**config.mk**
```make
export PLATFORM = sky130hd
export DESIGN_NAME = button_event_unit
export DESIGN_NICKNAME = d
export VERILOG_FILES = /design/src/rtl/button_event_unit.sv
export SDC_FILE = /design/constraint.sdc
export NUM_CORES = 1
export LEC_CHECK = 0
export ABC_AREA = 1
export BUFFER_PORTS_ARGS = -buffer_cell sky130_fd_sc_hd__buf_2
export CORE_MARGIN = 4
export CORE_UTILIZATION = 40
export DETAILED_ROUTE_END_ITERATION = 6
export PLACE_DENSITY_LB_ADDON = 0.2
export SKIP_LAST_GASP = 1
export SLEW_MARGIN = 0
export SYNTH_ARGS = -nofsm -noshare
export SYNTH_HDL_FRONTEND = slang
export SYNTH_SLANG_ARGS = --single-unit
```
**constraint.sdc**
```tcl
create_clock -name clk -period 4.4 [get_ports clk]
set_clock_uncertainty 0.1 [all_clocks]
set_input_delay 0.22 -clock clk [delete_from_list [all_inputs] [get_ports clk]]
set_output_delay 0.22 -clock clk [all_outputs]
set_load 0.03 [all_outputs]
```
**src/rtl/button_event_unit.sv**
```systemverilog
// Button synchronizer, per-bit debouncer and sticky press/release event registers on the ulisp register bus.
// Optional macro BUTTON_RELEASE_EVENT_EN adds release flags and the RELEASE register at BASE_INDEX+2.
module button_event_unit #(
  parameter int unsigned NUM_BUTTONS     = 4,
  parameter int unsigned DEBOUNCE_CYCLES = 250000,
  parameter int unsigned BASE_INDEX      = 6,
  parameter int unsigned ACTIVE_LOW      = 0
) (
  input  logic                   clk,
  input  logic                   reset_n,
  input  logic [NUM_BUTTONS-1:0] buttons,
  input  logic [6:0]             register_index,
  input  logic                   register_read,
  input  logic                   register_write,
  input  logic [15:0]            register_write_value,
  output logic [15:0]            register_read_value,
  output logic                   event_pending,
  output logic [NUM_BUTTONS-1:0] buttons_stable
);

  localparam int unsigned    CNT_W       = $clog2(DEBOUNCE_CYCLES);
  localparam logic [CNT_W-1:0] CNT_LAST  = CNT_W'(DEBOUNCE_CYCLES - 1);
  localparam logic [6:0]     IDX_STATE   = 7'(BASE_INDEX);
  localparam logic [6:0]     IDX_PRESS   = 7'(BASE_INDEX + 1);

  logic [NUM_BUTTONS-1:0]            buttons_in;
  logic [NUM_BUTTONS-1:0]            sync0;
  logic [NUM_BUTTONS-1:0]            sync1;
  logic [NUM_BUTTONS-1:0][CNT_W-1:0] cnt_q;
  logic [NUM_BUTTONS-1:0][CNT_W-1:0] cnt_d;
  logic [NUM_BUTTONS-1:0]            stable_d;
  logic [NUM_BUTTONS-1:0]            press_flags;
  logic [NUM_BUTTONS-1:0]            press_d;
  logic [NUM_BUTTONS-1:0]            press_clr;
  logic [NUM_BUTTONS-1:0]            wr_mask;
  logic [15:0]                       rdata_d;
  logic                              hit_state;
  logic                              hit_press;
  logic                              unused_wdata;

  assign buttons_in   = (ACTIVE_LOW != 0) ? ~buttons : buttons;
  assign hit_state    = (register_index == IDX_STATE);
  assign hit_press    = (register_index == IDX_PRESS);
  assign wr_mask      = register_write_value[NUM_BUTTONS-1:0];
  assign unused_wdata = ^register_write_value;

  // Debounce: a new level is accepted only after DEBOUNCE_CYCLES consecutive differing samples
  always_comb begin
    stable_d = buttons_stable;
    cnt_d    = '0;
    for (int i = 0; i < int'(NUM_BUTTONS); i++) begin
      if (sync1[i] != buttons_stable[i]) begin
        if (cnt_q[i] == CNT_LAST) stable_d[i] = sync1[i];
        else                      cnt_d[i]    = cnt_q[i] + CNT_W'(1);
      end
    end
  end

  // Set has priority over read-clear and write-1-to-clear on the same edge
  always_comb begin
    press_clr = ({NUM_BUTTONS{register_read  & hit_press}})
              | ({NUM_BUTTONS{register_write & hit_press}} & wr_mask);
    press_d   = (press_flags & ~press_clr) | (stable_d & ~buttons_stable);
  end

`ifdef BUTTON_RELEASE_EVENT_EN
  localparam logic [6:0] IDX_RELEASE = 7'(BASE_INDEX + 2);

  logic                   hit_release;
  logic [NUM_BUTTONS-1:0] release_flags;
  logic [NUM_BUTTONS-1:0] release_d;
  logic [NUM_BUTTONS-1:0] release_clr;

  assign hit_release = (register_index == IDX_RELEASE);

  always_comb begin
    release_clr = ({NUM_BUTTONS{register_read  & hit_release}})
                | ({NUM_BUTTONS{register_write & hit_release}} & wr_mask);
    release_d   = (release_flags & ~release_clr) | (~stable_d & buttons_stable);
  end

  always_ff @(posedge clk or negedge reset_n) begin
    if (!reset_n) release_flags <= '0;
    else          release_flags <= release_d;
  end

  assign event_pending = (|press_flags) | (|release_flags);
`else
  assign event_pending = |press_flags;
`endif

  // Read data holds between reads; an unmatched read returns zero so the top can OR blocks together
  always_comb begin
    rdata_d = register_read_value;
    if (register_read) begin
      rdata_d = '0;
      if (hit_state) rdata_d = 16'(buttons_stable);
      if (hit_press) rdata_d = 16'(press_flags);
`ifdef BUTTON_RELEASE_EVENT_EN
      if (hit_release) rdata_d = 16'(release_flags);
`endif
    end
  end

  always_ff @(posedge clk or negedge reset_n) begin
    if (!reset_n) begin
      sync0               <= '0;
      sync1               <= '0;
      cnt_q               <= '0;
      buttons_stable      <= '0;
      press_flags         <= '0;
      register_read_value <= '0;
    end else begin
      sync0               <= buttons_in;
      sync1               <= sync0;
      cnt_q               <= cnt_d;
      buttons_stable      <= stable_d;
      press_flags         <= press_d;
      register_read_value <= rdata_d;
    end
  end

endmodule

```
Word-level counts from Yosys, hierarchy flattened

Index checks and enable logic that the tools add are counted.

Register bits: 104
Bits of input ports: 31

Equality and inequality tests: 10
Reductions and logical operators: 1
Muxes and demuxes: 18
Bitwise operators: 9
$add $sub $neg: 4

Operator list:

| operator                                                              | number |
|---|---|
| 18-bit 2-to-1 mux                                                     | 8 |
| 18-bit by 1-bit adder with 18-bit output, second input constant       | 4 |
| 18-bit equality test, second input constant                           | 4 |
| 16-bit 2-to-1 mux                                                     | 1 |
| 7-bit by 3-bit equality test with 1-bit output, second input constant | 2 |
| 4-bit AND                                                             | 3 |
| 1-bit 2-to-1 mux                                                      | 8 |
| 4-bit NOT                                                             | 2 |
| 4-bit bitwise OR                                                      | 2 |
| 4-bit 2-to-1 mux                                                      | 1 |
| 1-bit != test                                                         | 4 |
| 4-bit OR reduction                                                    | 1 |
| 1-bit AND                                                             | 2 |

Depth between registers and ports, before layout

Depth after elaboration: 7
Mapped depth: 9
Depth with buffers taken out: 9

Least setup slack after synthesis

No wires, ideal clock.

Path type: register to register
From: register buttons_stable[3]
To: register cnt_q[61] in the netlist's numbering
Cell stages (with the launch flop): 5
Path slack: 2.954 ns
Library setup time: 0.119 ns
Required time: 4.181 ns
Data arrival time: 1.228 ns
Path through: dfrtp_1 -> xnor2_1 -> inv_2 -> nand2_4 -> nor2_1

RTL lines:

| element                | RTL line | source |
|---|---|---|
| from (decl)            | 18       | `output logic [NUM_BUTTONS-1:0] buttons_stable` |
| from (signal assigned) | 117      | `buttons_stable <= stable_d;` |
| to (signal assigned)   | 116      | `cnt_q <= cnt_d;` |
| to (decl)              | 29       | `logic [NUM_BUTTONS-1:0][CNT_W-1:0] cnt_q;` |

Worst setup path in the final report

From: register press_flags[2]
To: output event_pending

Longest elaborated chain between the ends: 1

Ends and longest elaborated chain:

| element                | RTL line | source |
|---|---|---|
| from (decl)            | 32       | `logic [NUM_BUTTONS-1:0] press_flags;` |
| from (signal assigned) | 118      | `press_flags <= press_d;` |
| 4-bit OR reduction     | 89       | `assign event_pending = \|press_flags;` |
| to (decl)              | 17       | `output logic event_pending,` |

No other way between the ends.

==> run_summary.xml <==
<?xml version="1.0" encoding="UTF-8"?>
<metrics>
  <group name="clock_network">
    <metric name="cts-root-buf" unit="">sky130_fd_sc_hd__clkbuf_16</metric>
    <metric name="cts_sinks" unit="">92</metric>
    <metric name="tritoncts.num_buffers" unit="">9</metric>
    <metric name="ctsLongestPathBuffers" unit="">2</metric>
    <metric name="path_clk_slew" unit="ps">70</metric>
    <metric name="tritoncts" unit="">done</metric>
    <metric name="insertion_delay" unit="ps">330</metric>
    <metric name="cts_max_level" unit="">3</metric>
  </group>
  <group name="sta">
    <metric name="worst_hold_slack" unit="ps">104.0</metric>
    <metric name="worst_slack" unit="ps">2569</metric>
    <metric name="worst_slew_pin_slew" unit="ps">830.1</metric>
    <metric name="rsz0062_at_grt" unit="">no</metric>
    <metric name="final.setup.tns" unit="ps">0</metric>
    <metric name="highest_clock_rate" unit="MHz">546.3</metric>
    <metric name="final_max_slew_viol_count" unit="">0</metric>
    <metric name="period_minus_slack" unit="ps">1831</metric>
    <metric name="hold_violations" unit="">0</metric>
    <metric name="final_min_period_over_clock_period" unit="">0.4160</metric>
    <metric name="worst_slew_margin_rel" unit="">0.4426</metric>
    <metric name="setup_viol_count_final" unit="">0</metric>
  </group>
  <group name="route">
    <metric name="ant_nets" unit="">0</metric>
    <metric name="remaining_routing_drc_violations" unit="">0</metric>
    <metric name="detail_route.iter0.violations" unit="">231</metric>
    <metric name="detail_route.wl_per_cell" unit="um">12.15</metric>
    <metric name="detail_route.first_pass.iterations" unit="">4</metric>
    <metric name="via_per_inst" unit="">4.688</metric>
    <metric name="routed-via-count" unit="">3891</metric>
    <metric name="routed_wl" unit="mm">10.09</metric>
  </group>
  <group name="yosys">
    <metric name="synth_top_area_share" unit="">0.4644</metric>
    <metric name="synthCells" unit="">615</metric>
    <metric name="syn_area" unit="um^2">4957</metric>
    <metric name="synth.yosys.seq_area_share" unit="">0.4644</metric>
    <metric name="synthesis.yosys.warnings" unit="">0</metric>
    <metric name="synth_most_common_cell" unit="">sky130_fd_sc_hd__nor2_1</metric>
    <metric name="syn-mean-instance-area" unit="um^2">8.061</metric>
    <metric name="post_synth_most_frequent_cells" unit="">132 x sky130_fd_sc_hd__nor2_1, 114 x sky130_fd_sc_hd__nand2_1, 92 x sky130_fd_sc_hd__dfrtp_1</metric>
    <metric name="asyncSetResetFlopFracSynth" unit="">1.000</metric>
    <metric name="synth.ff_latch_count" unit="">92</metric>
    <metric name="synth.largest_area_cell" unit="">sky130_fd_sc_hd__dfrtp_1</metric>
    <metric name="ys_types" unit="">36</metric>
    <metric name="edff_count_synth" unit="">0</metric>
    <metric name="post_synth_main_area_contributors" unit="">sky130_fd_sc_hd__dfrtp_1 46%, sky130_fd_sc_hd__nor2_1 10%, sky130_fd_sc_hd__nand2_1 8.6%</metric>
    <metric name="ys_dominant_reg_cell" unit="">sky130_fd_sc_hd__dfrtp_1</metric>
  </group>
  <group name="worst_setup_path">
    <metric name="nature_of_the_critical_path_startpoint" unit="">flop</metric>
    <metric name="arrival" unit="ps">1510</metric>
    <metric name="path_max_fanout" unit="">3</metric>
    <metric name="worst_r2r_path_depth" unit="">4</metric>
    <metric name="critical_path_class" unit="">reg2out</metric>
    <metric name="critical_path_required" unit="ps">4080</metric>
    <metric name="worstSetupEndpointType" unit="">output pin</metric>
  </group>
  <group name="floorplan">
    <metric name="die_w" unit="um">119.3</metric>
    <metric name="floorplan.io_pins" unit="">52</metric>
    <metric name="row_count" unit="">40</metric>
    <metric name="floorplan.core_area" unit="um^2">12060</metric>
    <metric name="die_height" unit="um">119.3</metric>
    <metric name="start_util" unit="">0.4110</metric>
    <metric name="die-area" unit="um^2">14240</metric>
  </group>
  <group name="layout">
    <metric name="num-nets-final" unit="">692</metric>
    <metric name="layout-area-overhead-vs-synth" unit="%">13.25</metric>
    <metric name="layout.cell_area.non_filler" unit="um^2">5614</metric>
    <metric name="antenna_cells" unit="">0</metric>
    <metric name="final_layout_size_suffix_gt1_frac" unit="">0.1631</metric>
  </group>
  <group name="global_routing">
    <metric name="grt.total_usage" unit="">0.1523</metric>
    <metric name="grt_pass1_wl" unit="mm">17.73</metric>
    <metric name="grt_start_max_net_pins" unit="">53</metric>
    <metric name="antenna_found_initial" unit="">0</metric>
    <metric name="first_global_vias" unit="">3877</metric>
    <metric name="globalRoute.totalOverflow" unit="">0</metric>
  </group>
  <group name="placed_design">
    <metric name="place_area" unit="um^2">5259</metric>
    <metric name="pre_cts_ws" unit="ps">2659</metric>
    <metric name="place_congestion" unit="">0.8464</metric>
    <metric name="dpl.hpwl" unit="mm">7.525</metric>
    <metric name="port_buffers" unit="">27</metric>
  </group>
  <group name="job">
    <metric name="max_cap_viol_count" unit="">0</metric>
  </group>
  <group name="status">
    <metric name="run_status" unit="">complete, no violations</metric>
  </group>
  <group name="pwr">
    <metric name="ir_worst_vdd" unit="mV">0.1973</metric>
    <metric name="power-per-cell-area" unit="nW/um^2">313.4</metric>
    <metric name="total_power" unit="mW">1.759</metric>
    <metric name="leakage_power_summed_over_all_cells" unit="nW">2.391</metric>
  </group>
  <group name="worst_hold_path">
    <metric name="hold_path.class" unit="">in2reg</metric>
    <metric name="hold_path_cells" unit="">4</metric>
  </group>
</metrics>
state kept, by name, summed over array words and instances, names as in the netlist:
name                 count
cnt_q                   72
buttons_stable           4
press_flags              4
register_read_value      4
sync0                    4
sync1                    4
report_power, final:
part           switching (mW)  internal [mW]  leakage (nW)
Clock                   0.316          0.472         0.142
Sequential             0.0155          0.865          1.24
Combinational          0.0641         0.0266          1.01
Total                   0.395           1.36          2.39
per-layer routing:
layer | global-route usage | part of all wire | vias to the layer above
met5 | 0 | 0 | -
met4 | 0.06371 | 0.016 | 0
met3 | 0.02517 | 0.039 | 13
met2 | 0.2487 | 0.47 | 56
met1 | 0.2010 | 0.48 | 1801
li1 | - | - | 2021
critical path, cell delays in order, from the launching register on:
cell and delay, ps:
sky130_fd_sc_hd__dfrtp_1 400, sky130_fd_sc_hd__or4_1 570, sky130_fd_sc_hd__buf_2 210
cell families after synthesis:
group | share of synthesized area
and+or+nand+nor | 0.3725
DFF | 0.4644
buffers and inverters | 0.06688
AOI/OAI and AO/OA | 0.03483
xor gates and xnor gates | 0.05048
adders and majority gates | 0.01010
other | 0.0007565
placed cells by master (no fill, tap or decap), types with 2 or more instances in the layout:
cell type | synthesis | layout
sky130_fd_sc_hd__nor3_2 | 3 | 3
sky130_fd_sc_hd__nor3_4 | 2 | 2
sky130_fd_sc_hd__clkbuf_1 | 0 | 2
sky130_fd_sc_hd__and2_1 | 2 | 2
sky130_fd_sc_hd__buf_2 | 1 | 26
sky130_fd_sc_hd__a31oi_1 | 3 | 3
sky130_fd_sc_hd__clkbuf_16 | 0 | 9
sky130_fd_sc_hd__o21ai_0 | 4 | 4
sky130_fd_sc_hd__nand4_1 | 21 | 21
sky130_fd_sc_hd__nor3_1 | 17 | 17
sky130_fd_sc_hd__a21oi_1 | 12 | 12
sky130_fd_sc_hd__xnor2_2 | 2 | 2
sky130_fd_sc_hd__conb_1 | 1 | 12
sky130_fd_sc_hd__buf_4 | 12 | 2
sky130_fd_sc_hd__nor3b_1 | 6 | 6
sky130_fd_sc_hd__clkbuf_8 | 0 | 2
sky130_fd_sc_hd__xnor2_1 | 7 | 7
sky130_fd_sc_hd__inv_2 | 12 | 12
sky130_fd_sc_hd__xor2_1 | 16 | 16
sky130_fd_sc_hd__dlygate4sd3_1 | 0 | 5
sky130_fd_sc_hd__nor2_1 | 132 | 132
sky130_fd_sc_hd__nor2_2 | 13 | 13
sky130_fd_sc_hd__o21ai_1 | 6 | 6
sky130_fd_sc_hd__nor2_4 | 10 | 10
sky130_fd_sc_hd__nand2_2 | 17 | 17
sky130_fd_sc_hd__dfrtp_1 | 92 | 92
sky130_fd_sc_hd__nand2_1 | 114 | 114
sky130_fd_sc_hd__nand3_1 | 43 | 43
sky130_fd_sc_hd__inv_1 | 51 | 51
sky130_fd_sc_hd__clkinvlp_4 | 0 | 2
sky130_fd_sc_hd__o21bai_1 | 2 | 2
sky130_fd_sc_hd__ha_1 | 4 | 4
sky130_fd_sc_hd__nand2_4 | 2 | 2
cell type report:
type | count | area, um^2
Sequential cell | 92 | 2302
Tap cell | 168 | 210.2
Fill cell | 1189 | 6447
Inverter | 63 | 236.5
Clock buffer | 13 | 260.3
Clock inverter | 3 | 45.04
Multi-Input combinational cell | 458 | 2365
Timing Repair Buffer | 33 | 195.2
final timing paths:
| path | startpoint | slack (ps) | end |
|---|---|---|---|
| setup / recovery | press_flags[2] | 2570 | event_pending |
| hold / removal | register_write_value[3] | 100 | press_flags[3] |
| setup reg to reg | buttons_stable[3] | 2700 | cnt_q[69] |
| hold reg to reg | sync0[3] | 250 | sync1[3] |
| max in group asynchronous | reset_n | 2880 | cnt_q[35] |
| min in group asynchronous | reset_n | 350 | cnt_q[42] |
stage by stage:
stage / util / std cells
after floorplan: - / 626
after global placement: 0.4360 / 809
after detailed placement: 0.4360 / 809
after CTS: 0.4655 / 830
after global routing: 0.4655 / 830
final: 0.4655 / 830
what timing repair did:
action | 4_1_cts | 5_1_grt
hold buffers | 5 | 0
gates resized for setup | 0 | 0
buffers inserted | 0 | 0
hold endpoints to repair | 55 | 0
Power figures use the tool's default switching activity.
